### config.mk
export PLATFORM = sky130hd
export DESIGN_NAME = instruction_fetcher
export DESIGN_NICKNAME = d
export VERILOG_FILES = /design/src/rtl/instruction_fetcher_pkg.sv /design/src/rtl/instruction_fetcher_byte_assembler.sv /design/src/rtl/instruction_fetcher.sv
export SDC_FILE = /design/constraint.sdc
export NUM_CORES = 1
export LEC_CHECK = 0
export BUFFER_PORTS_ARGS = -buffer_cell sky130_fd_sc_hd__buf_2
export CAP_MARGIN = 20
export CELL_PAD_IN_SITES_DETAIL_PLACEMENT = 1
export CELL_PAD_IN_SITES_GLOBAL_PLACEMENT = 1
export CORE_AREA = 3 3 166 168
export CTS_CLUSTER_DIAMETER = 40
export DETAILED_ROUTE_END_ITERATION = 6
export DIE_AREA = 0 0 169 171
export PLACE_DENSITY_LB_ADDON = 0.12
export SYNTH_ARGS = -nofsm -noshare
export SYNTH_HDL_FRONTEND = slang
export SYNTH_SLANG_ARGS = --single-unit
### constraint.sdc
create_clock -name clk_in -period 2.6 [get_ports clk_in]
set_input_delay 0.52 -clock clk_in [delete_from_list [all_inputs] [get_ports clk_in]]
set_output_delay 0.52 -clock clk_in [all_outputs]
set_load 0.05 [all_outputs]
### src/rtl/instruction_fetcher_pkg.sv
// Shared constants for the instruction fetcher: cache geometry, FSM encodings,
// RAM latency bound and the wrapping byte-address helper.
package instruction_fetcher_pkg;

  localparam int unsigned ICACHE_SIZE_BIT = 8;
  localparam int unsigned MEM_LAT_MAX     = 3;

  typedef logic [1:0] fetch_state_t;

  localparam fetch_state_t StIdle  = 2'd0;
  localparam fetch_state_t StReq   = 2'd1;
  localparam fetch_state_t StFill  = 2'd2;
  localparam fetch_state_t StWrite = 2'd3;

  // 32-bit wrapping add; a line at the top of memory never carries into bit 32.
  function automatic logic [31:0] byte_addr(input logic [31:0] base, input logic [2:0] off);
    return base + {29'd0, off};
  endfunction

endpackage

### src/rtl/instruction_fetcher_byte_assembler.sv
// Tags returning RAM bytes with a MemLat-deep valid pipe and merges them
// little-endian into one 32-bit word.
module instruction_fetcher_byte_assembler
  import instruction_fetcher_pkg::*;
#(
  parameter int unsigned MemLat = 1
) (
  input  logic        clk_i,
  input  logic        rst_ni,
  input  logic        start_i,
  input  logic        issue_i,
  input  logic [7:0]  byte_i,
  output logic [31:0] word_o,
  output logic        done_o
);

  localparam int unsigned Lat = (MemLat < 1) ? 1 :
                                (MemLat > MEM_LAT_MAX) ? MEM_LAT_MAX : MemLat;

  logic [Lat-1:0] vld_q, vld_d;
  logic [2:0]     rcv_q, rcv_d;
  logic [31:0]    word_q, word_d;
  logic           arrive;

  assign arrive = vld_q[Lat-1];

  // The RAM answers at a fixed latency, so this path keeps running even while
  // the fetch FSM is stalled; only new issues are gated upstream.
  always_comb begin
    vld_d    = '0;
    vld_d[0] = issue_i;
    for (int i = 1; i < Lat; i++) begin
      vld_d[i] = vld_q[i-1];
    end
    rcv_d  = rcv_q;
    word_d = word_q;
    if (start_i) begin
      rcv_d  = 3'd0;
      word_d = 32'd0;
    end else if (arrive && (rcv_q < 3'd4)) begin
      word_d[{rcv_q[1:0], 3'b000} +: 8] = byte_i;
      rcv_d = rcv_q + 3'd1;
    end
  end

  // Done is raised in the cycle the last byte lands so WRITE follows directly.
  assign done_o = (rcv_q == 3'd4) || (arrive && (rcv_q == 3'd3) && !start_i);
  assign word_o = word_q;

  always_ff @(posedge clk_i or negedge rst_ni) begin
    if (!rst_ni) begin
      vld_q  <= '0;
      rcv_q  <= 3'd0;
      word_q <= 32'd0;
    end else begin
      vld_q  <= vld_d;
      rcv_q  <= rcv_d;
      word_q <= word_d;
    end
  end

endmodule

### src/rtl/instruction_fetcher.sv
// Front-end port and refill engine for the direct-mapped instruction cache:
// hits answer next cycle, misses fetch four RAM bytes and write the cache.
module instruction_fetcher
  import instruction_fetcher_pkg::*;
#(
  parameter int unsigned MEM_LAT = 1
) (
  input  logic        clk_in,
  input  logic        rst_n_in,
  input  logic        rdy_in,
  input  logic        req_valid,
  input  logic [31:0] req_pc,
  output logic        req_ready,
  input  logic        flush,
  output logic        resp_valid,
  output logic [31:0] resp_inst,
  output logic [31:0] resp_pc,
  output logic [31:0] ic_addr,
  input  logic        ic_hit,
  input  logic [31:0] ic_res,
  output logic        ic_we,
  output logic [31:0] ic_data,
  output logic        mem_req,
  input  logic        mem_gnt,
  output logic [31:0] mem_a,
  input  logic [7:0]  mem_din
);

  fetch_state_t state_q, state_d;
  logic [31:0]  cur_pc_q, cur_pc_d;
  logic [2:0]   iss_q, iss_d;
  logic         cancel_q, cancel_d;
  logic         resp_valid_q, resp_valid_d;
  logic [31:0]  resp_inst_q, resp_inst_d;
  logic [31:0]  resp_pc_q, resp_pc_d;

  logic        accept;
  logic        fill_issuing;
  logic        in_write;
  logic        start;
  logic        issue;
  logic        asm_done;
  logic [31:0] asm_word;

  assign req_ready    = (state_q == StIdle) && !flush && rdy_in;
  assign accept       = req_valid && req_ready;
  assign fill_issuing = (state_q == StFill) && (iss_q < 3'd4);
  assign in_write     = (state_q == StWrite);
  assign start        = rdy_in && (state_q == StReq) && mem_gnt;
  assign issue        = start || (rdy_in && fill_issuing);

  instruction_fetcher_byte_assembler #(
    .MemLat (MEM_LAT)
  ) u_byte_assembler (
    .clk_i   (clk_in),
    .rst_ni  (rst_n_in),
    .start_i (start),
    .issue_i (issue),
    .byte_i  (mem_din),
    .word_o  (asm_word),
    .done_o  (asm_done)
  );

  always_comb begin
    state_d      = state_q;
    cur_pc_d     = cur_pc_q;
    iss_d        = iss_q;
    cancel_d     = cancel_q;
    resp_valid_d = 1'b0;
    resp_inst_d  = resp_inst_q;
    resp_pc_d    = resp_pc_q;
    case (state_q)
      StIdle: begin
        if (accept) begin
          if (ic_hit) begin
            resp_valid_d = 1'b1;
            resp_inst_d  = ic_res;
            resp_pc_d    = req_pc;
          end else begin
            cur_pc_d = req_pc;
            cancel_d = 1'b0;
            state_d  = StReq;
          end
        end
      end
      StReq: begin
        if (flush) cancel_d = 1'b1;
        if (mem_gnt) begin
          iss_d   = 3'd1;
          state_d = StFill;
        end
      end
      StFill: begin
        if (flush) cancel_d = 1'b1;
        if (fill_issuing) iss_d = iss_q + 3'd1;
        if (asm_done) state_d = StWrite;
      end
      StWrite: begin
        iss_d   = 3'd0;
        state_d = StIdle;
      end
      default: state_d = StIdle;
    endcase
  end

  always_comb begin
    mem_a = 32'd0;
    if (state_q == StReq) begin
      mem_a = cur_pc_q;
    end else if (fill_issuing) begin
      mem_a = byte_addr(cur_pc_q, iss_q);
    end
  end

  assign mem_req    = (state_q == StReq) || fill_issuing;
  assign ic_addr    = (state_q == StIdle) ? req_pc : cur_pc_q;
  // A stalled WRITE must not commit; it retires on the next enabled cycle.
  assign ic_we      = in_write && rdy_in;
  assign ic_data    = in_write ? asm_word : 32'd0;
  assign resp_valid = resp_valid_q || (in_write && rdy_in && !cancel_q && !flush);
  assign resp_inst  = in_write ? asm_word : resp_inst_q;
  assign resp_pc    = in_write ? cur_pc_q : resp_pc_q;

  always_ff @(posedge clk_in or negedge rst_n_in) begin
    if (!rst_n_in) begin
      state_q      <= StIdle;
      cur_pc_q     <= 32'd0;
      iss_q        <= 3'd0;
      cancel_q     <= 1'b0;
      resp_valid_q <= 1'b0;
      resp_inst_q  <= 32'd0;
      resp_pc_q    <= 32'd0;
    end else if (rdy_in) begin
      state_q      <= state_d;
      cur_pc_q     <= cur_pc_d;
      iss_q        <= iss_d;
      cancel_q     <= cancel_d;
      resp_valid_q <= resp_valid_d;
      resp_inst_q  <= resp_inst_d;
      resp_pc_q    <= resp_pc_d;
    end
  end

endmodule
Word level (Yosys, flattened, before mapping)
Index checks and enable logic that the tools add are counted.
Word-level totals
  output and inout bits: 164
  input port bits: 79
  word-level logic and storage cells: 86
  flip-flop bits (word level): 139
Operators by class
  order comparisons: 2
  multiplexer cells: 26
  shift-type cells: 2
  $add $sub $neg: 4
  reduce and logical (&&, ||, !) cells: 30
  eq/ne operators: 11
  bitwise gates (word level): 1
Operator list (count)
  32-bit two-way mux: 8
  32-bit by 3-bit adder with 32-bit output: 1
  32-bit bitwise mux: 1
  8-bit by 7-bit variable shift with 32-bit output (first input constant): 1
  8-bit by 7-bit variable part select with 32-bit output: 1
  1-bit logical AND: 13
  3-bit two-way mux: 4
  4-bit AND reduction: 3
  2-bit != test (second input constant): 5
  5-bit AND reduction: 2
  3-bit case mux with 3 select lines: 1
  2-bit two-way mux: 4
  2-bit case mux with 4 select lines: 1
  5-bit negation with 7-bit output: 1
  3-bit by 1-bit adder with 3-bit output (second input constant): 2
  3-bit less-than comparator (second input constant): 2
  1-bit two-way mux: 6
  2-bit equality test (second input constant): 2
  1-bit logical OR: 4
  2-bit nonzero test: 2
  3-bit by 2-bit equality test with 1-bit output (second input constant): 1
  3-bit equality test (second input constant): 1
  1-bit zero test: 3
  3-bit nonzero test: 1
  other kinds (6): 6

Logic depth before layout (Yosys ltp)
Gate-level depths: netlist of the first run.
  word-level depth: 8
  gate-level depth with buffers: 9
  mapped depth without buffers: 7

Cells and area by module
A second synthesis of the first run with hierarchy kept.
Second synthesis, totals
  cells, all modules: 691
  area, all modules: 7890.1 um2
By module, submodules not included
  instruction_fetcher: instances 1, area each 6362.4 um2, cells each 569, seq. area each 2577.5 um2
  instruction_fetcher_byte_assembler: instances 1, area each 1527.7 um2, cells each 122, seq. area each 900.9 um2

Worst setup path after synthesis of the first run
Ideal clock, no wire load.
  path type: register to output
  from: reg iss_q[0]
  to: out mem_a[18]
  data required time: 2080 ps
  path buffers: 2
  arrival time: 2777 ps
  stages on the path, launching flop included: 10
  slack: -697 ps
  cell sequence: dfrtp_1 -> ha_1 -> inv_1 -> fa_1 -> nor2b_1 -> clkbuf_1 -> o2111ai_1 -> clkbuf_1 -> or3_1 -> a21oi_1
Between the ends
  longest elaborated chain between the ends: 4
  elaborated cells on any way between the ends: 5
  those cells by class: add/sub: 1; order compare: 1; mux: 2; reduce/logical: 1
RTL lines
  start, declared: RTL line instruction_fetcher.sv:31  | logic [2:0] iss_q, iss_d;
  start signal, assigned: RTL line instruction_fetcher.sv:136  | iss_q <= iss_d;
  parallel branches: the longest is 2 deep, another holds 32-bit by 3-bit adder with 32-bit output
  32-bit two-way mux (*): RTL line instruction_fetcher.sv:110  | end else if (fill_issuing) begin
  32-bit two-way mux (*): RTL line instruction_fetcher.sv:108  | if (state_q == StReq) begin
  end, declared: RTL line instruction_fetcher.sv:25  | output logic [31:0] mem_a,
Every way passes the cells marked *.

Final worst setup path of the first run
  from: reg state_q[0]
  to: out mem_a[30]
Between the ends
  longest elaborated chain between the ends: 4
  elaborated cells on any way between the ends: 5
  those cells by class: eq/ne: 2; mux: 2; reduce/logical: 1
RTL lines
  start, declared: RTL line instruction_fetcher.sv:29  | fetch_state_t state_q, state_d;
  start signal, assigned: RTL line instruction_fetcher.sv:126  | state_q <= StIdle;
  start signal, assigned: RTL line instruction_fetcher.sv:134  | state_q <= state_d;
  2-bit equality test: RTL line instruction_fetcher.sv:47  | assign fill_issuing = (state_q == StFill) && (iss_q < 3'd4);
  1-bit logical AND: RTL line instruction_fetcher.sv:47
  32-bit two-way mux: RTL line instruction_fetcher.sv:110
  32-bit two-way mux (*): RTL line instruction_fetcher.sv:108
Mark *: on every way between the ends. The rest lies on a longest branch, timed or not.

==> results by stage, run 1 <==
Place:
- The routability congestion estimate from global placement is 0.801.
- Prior to clock tree synthesis, the placed netlist has a worst setup slack of -224 ps.
- The HPWL reported at the end of detailed placement is 19700 um.
- The count of buffers added on input and output ports is 242.
- In this run, placement finished with an instance count of 1323.

Clock tree:
- Counting along the longest clock path gives a buffer depth of 2.
- The CTS buffer count is 17.
- The TritonCTS clock tree is built.
- Clock latency on the worst-skew pair, taken at its later pin, is 420 ps.
- The number of hold buffers added after cts is 0.
- The clock drives 139 sinks.
- After clock tree synthesis, the clock-pin slew on the worst setup and hold paths is 60 ps.
- The CTS root buffer is sky130_fd_sc_hd__clkbuf_16.
- The maximum level of the CTS H-tree is 4.

Routing:
- After detailed routing, the number of remaining DRC violations is 0.
- In this run the remaining antenna-violating nets after routing total 0.
- After detailed routing, the average wire length per cell comes to 19.7 um.
- For this block, the routed nets add up to 27200 um of wire.
- The detailed-route via count is 6887.
- Using the TritonRoute via totals, the vias-per-cell ratio works out to 4.99.
- In this run, the number of DRC markers left after iteration 0 of detailed routing was 208.
- For this run, the detailed router's first-pass iteration total came to 4.

Finish:
- The library cell used most frequently in the layout, excluding fill and tap cells, is sky130_fd_sc_hd__buf_2.
- From synthesis to final layout, the design area changed by 56.5%.
- Leaving out fill and tap cells, the most frequent cells in the layout are 174 x sky130_fd_sc_hd__buf_2, 172 x sky130_fd_sc_hd__mux2_2, 139 x sky130_fd_sc_hd__dfrtp_1.
- The number of inserted filler cells in the final layout is 2792.
- The post-layout utilization of the core is 47.1%.
- Cells with a size suffix above 1 make up 63.5% of the layout.
- After the last flow step, the layout net total stands at 1126.
- The count of cells in the finished layout, fillers not included, comes to 1381.

Global route:
- The largest net degree at the start of global routing is 54.
- The first-pass GRT wire length is 42000 um.
- The overall track demand over capacity in global routing is 18.4%.
- The via count of the first global-routing pass was 7342.
- The number of antenna violations at the first check in global routing is 1.
- The global-route congestion overflow total is 0.

Floorplanning:
- The total core area is 0.0261 sq mm.
- The die span in x is 169 um.
- The die area is 0.0289 sq mm.
- In this run the count of I/O pins placed on the die edge is 243.
- In this run the core area contains 59 standard-cell rows.
- The starting density of the core is 30.1%.
- From bottom edge to top edge, the die measures 171 um.

STA:
- Setup repair after global routing could not meet its margin everywhere.
- The worst pin sits at a relative slew slack of 34.6%.
- For the final routed database, the setup TNS stands at -13380 ps.
- Across all setup checks in the final design, the least slack found is -546 ps.
- Based on the critical path, the design can be clocked at up to 0.318 GHz.
- The clock tree skew after final layout is 14.9 ps.
- The number of hold violations in the final report is 0.
- The smallest clock period supported by the final layout is computed as 3150 ps.
- Setup violations remaining at the end of the flow were counted as 50.
- The count of final max-slew check failures came to 0.
- The final period utilization is 121%.
- The slew at the pin with the worst max-slew slack is 973 ps.
- The worst hold slack after final layout is 72.5 ps.

Critical path:
- The cell at the slowest stage of the critical path is sky130_fd_sc_hd__or4_4.
- STA puts the critical path data required time at 2080 ps.
- The slack of the worst reg-to-reg path is 210 ps.
- Traced cell by cell, the critical path runs through ha_1 > and4b_1 > buf_4 > nand4_1 > buf_4 > or4_4 > a21oi_4 > buf_12.
- STA classifies the critical path startpoint as a flip-flop.
- The nature of the critical path endpoint is an output pin.
- In this design, the critical path's most frequently occurring cell is sky130_fd_sc_hd__buf_4.
- The arrival time reported for the critical path endpoint is 2630 ps.
- The type of the worst setup path is flip-flop to output pin.
- Of all nets on the critical path, the largest fanout is 4.
- In this design, the stage delay of the slowest critical-path cell is 520 ps.

Logic synthesis:
- The number of enable-type register cells in the synthesized netlist is 0.
- The most frequently used flop master after synthesis is sky130_fd_sc_hd__dfrtp_1.
- During synthesis, Yosys emitted a total of 0 warnings.
- Synthesis handed over a netlist of 696 instances.
- The register bit count reported by yosys is 139.
- The sequential element share of the synthesized area is 44.4%.
- The synthesized net count is 791.
- The share of synthesized area in the top cell type comes to 44.4%.
- The post-synthesis cell type count is 50.
- The per-instance average area after synthesis is 11.3 sq um.
- For this run, asynchronously set or reset flops after synthesis account for 100%.
- In the post-synthesis netlist, the biggest area contributors are sky130_fd_sc_hd__dfrtp_1 44%, sky130_fd_sc_hd__mux2_2 26%, sky130_fd_sc_hd__a22o_1 3.6%.
- The cell type contributing the most total cell area after synthesis is sky130_fd_sc_hd__dfrtp_1.
- The synthesized area is 0.00784 sq mm.

Pwr:
- The clock network burns 13.7% of the power.
- Sequential cells burn 18.4% of the power.
- The leakage power of the design is 5.78 nW.
- The internal power is 9.55 mW.
- In this run the power spent charging and discharging nets is 9.44 mW.
- For this design the ratio of total power to cell area is 1550 mW/mm^2.
- Combinational cells account for 68.0% of the total power.
- Of the total power, the share spent switching nets is 49.7%.
- The highest ir drop seen on vdd is 882 uV.

Run:
- Across the run, the number of max-cap violations was 0.

Run status:
- The run finished, with violations left.
- The checks that failed: setup timing.

Worst hold path:
- The min-delay analysis places its worst path in the category primary input to async pin.
-- metal layers --
layer,GRT usage [%],wire length (um),part of all wire (%),vias to the layer above
met4,4.66,282,1.0,2
li1,-,-,-,3224
met5,0,7,0.026,-
met2,31.9,13700,50,169
met1,23.3,11700,43,3471
met3,4.07,1490,5.5,21
-- registers in the layout, indices dropped and copies added (netlist names) --
signal	count
cancel_q	1
u_byte_assembler.arrive	1
resp_pc_q	32
resp_valid_q	1
u_byte_assembler.word_o	32
state_q	2
resp_inst_q	32
u_byte_assembler.rcv_q	3
cur_pc_q	32
iss_q	3
-- critical path, delay by kind of cell (launching register included) --
kind                       cells  cell delay (ps)
AOI/OAI and AO/OA              1              170
adders and majority gates      1              230
buffers and inverters          3              480
DFF                            1              400
and+or+nand+nor                3              930
-- synth_stat cells (10+ instances only) --
library cell               number
sky130_fd_sc_hd__and2_1        35
sky130_fd_sc_hd__o31ai_1       10
sky130_fd_sc_hd__clkbuf_1      34
sky130_fd_sc_hd__nand2_1       40
sky130_fd_sc_hd__a21oi_1       29
sky130_fd_sc_hd__o21ai_0       26
sky130_fd_sc_hd__nor2_1        12
sky130_fd_sc_hd__buf_2         10
sky130_fd_sc_hd__dfrtp_1      139
sky130_fd_sc_hd__ha_1          15
sky130_fd_sc_hd__a22o_1        32
sky130_fd_sc_hd__mux2_2       179
sky130_fd_sc_hd__inv_1         20
sky130_fd_sc_hd__or4_1         10
-- what timing repair did --
item                                    in CTS  in global routing
buffers inserted                            10                 13
gates resized for setup                    143                 90
gates cloned                                 3                  1
endpoints found under the setup margin     115                 60
pin swaps                                   18                 21
-- power groups by stage --
stage                     registers, mW  clock network [mW]  logic [mW]
after CTS                          3.49                2.67        12.2
after detailed placement           3.52                   0        11.0
after floorplan                    3.45                   0        7.89
after global placement             3.49                   0        11.0
after global routing               3.60                2.76        13.6
final                              3.49                2.60        12.9
-- cells by family (layout without fill, tap and decap cells) --
family / Yosys count / count (layout) / share of synthesized area, %
AO/OA/AOI/OAI: 123 / 123 / 10.7
XOR/XNOR: 6 / 6 / 0.670
adder cells (fa/ha/maj): 16 / 16 / 2.65
buffers and inverters: 69 / 417 / 3.51
flip-flops: 139 / 139 / 44.4
multiplexers: 183 / 183 / 26.2
other: 0 / 2 / 0
AND/OR/NAND/NOR: 160 / 160 / 11.9
-- worst paths after layout --
path	start	endpoint	cells after the start
min in group clk_in	ic_res[9]	resp_inst_q[9]	2
worst max-delay path	state_q[0]	mem_a[30]	8
max in group asynchronous	rst_n_in	u_byte_assembler.word_o[31]	2
worst max register to register	state_q[0]	resp_pc_q[16]	10
worst min register to register	resp_pc_q[5]	resp_pc_q[5]	1
worst min-delay path	rst_n_in	resp_pc_q[8]	1
-- metrics by stage --
| step | cell area (sq um) | total power [mW] |
|---|---|---|
| after detailed placement | 10600 | 14.6 |
| final | 12300 | 19.0 |
| after CTS | 11900 | 18.4 |
| after global placement | 10600 | 14.5 |
| after global routing | 12300 | 20.0 |
| after floorplan | 8210 | 11.3 |
-- final cells by class --
class	count	area, sq um	share of cell area (%)
clock inverter	14	186	1.52
timing repair buffer	365	2930	23.9
inverter	20	77.6	0.632
tap	335	419	3.41
antenna	2	5.00	0.0408
clock buffer	18	429	3.50
sequential	139	3480	28.3
multi-input combinational	488	4750	38.7
Note: power is estimated with default switching activity, not from simulation.
==> run 2: changes to the inputs <==
--- a/config.mk
+++ b/config.mk
@@ -9,10 +9,10 @@
 export CAP_MARGIN = 20
 export CELL_PAD_IN_SITES_DETAIL_PLACEMENT = 1
 export CELL_PAD_IN_SITES_GLOBAL_PLACEMENT = 1
-export CORE_AREA = 3 3 166 168
+export CORE_AREA = 3 3 145 147
 export CTS_CLUSTER_DIAMETER = 40
 export DETAILED_ROUTE_END_ITERATION = 6
-export DIE_AREA = 0 0 169 171
+export DIE_AREA = 0 0 148 150
 export PLACE_DENSITY_LB_ADDON = 0.12
 export SYNTH_ARGS = -nofsm -noshare
 export SYNTH_HDL_FRONTEND = slang
==> constraint.sdc (replaced) <==
create_clock -name clk_in -period 3.05 [get_ports clk_in]
set_input_delay 0.61 -clock clk_in [delete_from_list [all_inputs] [get_ports clk_in]]
set_output_delay 0.61 -clock clk_in [all_outputs]
set_load 0.05 [all_outputs]
==> run 2 against run 1 <==
Net effect: utilization grew 6.6 points; critical endpoint unchanged; cell count shrank 10%; first-iteration DRC count up 24%; the flow still finishes with violations (setup timing).
==> results by stage, run 2 (synthesis gave the netlist of run 1 again) <==
Place:
- The number of cells in the design after placement came to 1202 (was 1323).
- The routability congestion estimate from global placement is 0.834 (was 0.801).
- The number of port buffers came to 242 (unchanged).
- The pre-CTS setup slack came to -78.7 ps (was -224 ps).
- The HPWL reported at the end of detailed placement was 19200 um (was 19700 um).

Clock tree:
- The CTS buffer count is 17 (unchanged).
- The maximum level of the CTS H-tree was 4 (unchanged).
- The insertion delay to the later sink of the worst-skew pair is 410 ps (was 420 ps).
- The number of hold buffers added after cts is 0 (unchanged).
- The sink count of the clock tree was 139 (unchanged).
- The clock edge transition at the registers on the reported setup and hold paths was 60 ps (about the same).
- The CTS root buffer was sky130_fd_sc_hd__clkbuf_16 (unchanged).
- The worst-case clock buffer depth is 2 (unchanged).
- The TritonCTS clock tree is built (unchanged).

Floorplanning:
- The die span in x was 148 um (was 169 um).
- The top-level I/O count is 243 (unchanged).
- The height of the chip is 150 um (was 171 um).
- The die area is 0.0222 sq mm (was 0.0289 sq mm).
- The starting density of the core is 39.1% (was 30.1%).
- The total core area came to 0.0200 sq mm (was 0.0261 sq mm).
- The row count is 52 (was 59).

Global route:
- The first-pass GRT wire length is 40300 um (was 42000 um).
- The global-route congestion overflow total is 0 (unchanged).
- The via count of the first global-routing pass is 7454 (was 7342).
- The overall track demand over capacity in global routing came to 22.8% (was 18.4%).
- The largest net degree at the start of global routing is 64 (was 54).
- The number of antenna violations at the first check in global routing is 2 (was 1).

Critical path:
- The slack of the worst reg-to-reg path came to 740 ps (was 210 ps).
- The depth of the worst register-to-register path is 6 (was 10).
- The arrival time reported for the critical path endpoint is 2640 ps (was 2630 ps).
- The capture instance of the worst register-to-register path is cur_pc_q[19] (was resp_pc_q[16]).
- The nature of the critical path endpoint was an output pin (unchanged).
- The required time of the critical path is 2440 ps (was 2080 ps).
- The type of the worst setup path is flip-flop to output pin (unchanged).
- The category of the worst setup path launch point is a flip-flop (unchanged).
- The reg-to-reg startpoint is state_q[0] (unchanged).
- The highest net fanout along the worst path came to 2 (was 4).

STA:
- The count of final max-slew check failures is 0 (unchanged).
- The number of failing setup endpoints in the final timing report was 18 (was 50).
- The smallest clock period supported by the final layout is computed as 3250 ps.
- Unrepaired setup endpoints after global routing: true (unchanged).
- The worst slew margin relative to its limit is 34.4% (was 34.6%).
- The slew at the pin with the worst max-slew slack is 976 ps (was 973 ps).
- The clock tree skew after final layout is 5.98 ps (was 14.9 ps).
- The achievable frequency is 0.308 GHz.
- The worst hold slack after final layout is 195 ps (was 72.5 ps).
- The worst setup margin was -201 ps (was -546 ps).
- The final period utilization is 107%.
- The number of hold violations in the final report is 0 (unchanged).

Finish:
- The fraction of final layout cells sized beyond drive strength 1 was 58.4% (was 63.5%).
- The layout overhead on the synthesized area came to 37.4% (was 56.5%).
- The commonest non-fill, non-tap cell in the layout is sky130_fd_sc_hd__buf_2 (unchanged).
- The post-layout utilization of the core is 53.8% (was 47.1%).
- Most frequent cells in the layout: 213 x sky130_fd_sc_hd__buf_2, 179 x sky130_fd_sc_hd__mux2_2, 137 x sky130_fd_sc_hd__dfrtp_1 (was 174 x sky130_fd_sc_hd__buf_2, 172 x sky130_fd_sc_hd__mux2_2, 139 x sky130_fd_sc_hd__dfrtp_1).
- The number of inserted filler cells in the final layout is 2217 (was 2792).
- The net total in the final layout is 1055 (was 1126).
- The final non-filler cell total is 1243 (was 1381).
- The antenna cell count is 0 (was 2).

Routing:
- The number of DRC markers in iteration 0 was 258 (was 208).
- The total length of routed wires was 26100 um (was 27200 um).
- The routed wirelength normalized by instance count is 21.0 um (was 19.7 um).
- The detailed-route via count is 6721 (was 6887).
- The detailed-route vias per instance is 5.41 (was 4.99).
- The number of antenna-violating nets in the routed design is 0 (unchanged).
- The post-route DRC violation count was 0 (unchanged).
- The detailed-router iteration count before antenna repair is 6 (was 4).

Run:
- The count of max-cap constraint violations came to 0 (unchanged).

Run status:
- Violations in the final reports: setup timing (unchanged).
- Outcome: finished, violations left (unchanged).

Worst hold path:
- The classification of the worst-slack hold path is primary input to async pin (unchanged).
run 2: cell count changes in the layout (fill, tap and decap cells not counted), moves of 7 or more:
cell	change
sky130_fd_sc_hd__buf_8	-7
sky130_fd_sc_hd__mux2_4	-7
sky130_fd_sc_hd__buf_12	-14
sky130_fd_sc_hd__buf_2	+39
sky130_fd_sc_hd__buf_4	-51
sky130_fd_sc_hd__mux2_2	+7
sky130_fd_sc_hd__buf_6	-35
sky130_fd_sc_hd__a21oi_4	-10
sky130_fd_sc_hd__a21oi_2	+9
run 2: worst max-delay path, stage by stage, from the launching register on:
cell and delay [ps]:
sky130_fd_sc_hd__dfrtp_1 360, sky130_fd_sc_hd__ha_2 190, sky130_fd_sc_hd__inv_2 40, sky130_fd_sc_hd__fa_2 360, sky130_fd_sc_hd__nor2b_4 170, sky130_fd_sc_hd__buf_6 120
sky130_fd_sc_hd__buf_6 90, sky130_fd_sc_hd__o211ai_1 130, sky130_fd_sc_hd__or4_4 460, sky130_fd_sc_hd__a21oi_4 150, sky130_fd_sc_hd__buf_8 160
run 2: metal layers:
metal / vias to the layer above / part of all wire (%) / track usage [%] / routed length (um)
met1: 3381 / 41 / 26.8 / 10600
met3: 38 / 5.6 / 6.33 / 1450
met2: 213 / 52 / 40.8 / 13600
li1: 3085 / - / - / -
met5: - / 0.10 / 0 / 27
met4: 4 / 1.7 / 6.93 / 448
run 2: what timing repair did:
action / CTS / global route
pin swaps: 13 / 13
gates resized for setup: 62 / 55
buffers inserted: 5 / 4
setup endpoints to repair: 28 / 28
run 2: per-stage QoR:
step	instance area, sq um	setup TNS (ps)
2_1_floorplan	7920	-237
3_3_place_gp	9700	-2.28
3_5_place_dp	9700	-87.9
4_1_cts	10500	-2930
5_1_grt	10800	-4110
6_report	10800	-2040
run 2: how the worst max path moves through the flow:
stage                     slack (ps)        end   startpoint  depth (start not counted)
final                           -200  mem_a[30]  cur_pc_q[0]                         10
after global routing            -310  mem_a[30]     iss_q[0]                         10
after global placement            -2  mem_a[30]  cur_pc_q[0]                          9
after CTS                       -220  mem_a[30]  cur_pc_q[0]                         10
after detailed placement         -80  mem_a[30]  cur_pc_q[0]                          9
after floorplan                 -240   mem_a[2]     iss_q[0]                          5
run 2: final cells by class:
| cell class | instances | area, sq um | area share (%) |
|---|---|---|---|
| Inverter | 20 | 75.1 | 0.697 |
| Multi-Input combinational cell | 488 | 4390 | 40.8 |
| Timing Repair Buffer | 294 | 1870 | 17.3 |
| Sequential cell | 139 | 3480 | 32.3 |
| Clock buffer | 21 | 460 | 4.27 |
| Clock inverter | 11 | 160 | 1.49 |
| Tap cell | 270 | 338 | 3.14 |
Power of run 2 is left out: the tool's default activity adds up to more than one toggle a clock period on the data nets, which glitch-free logic cannot reach.
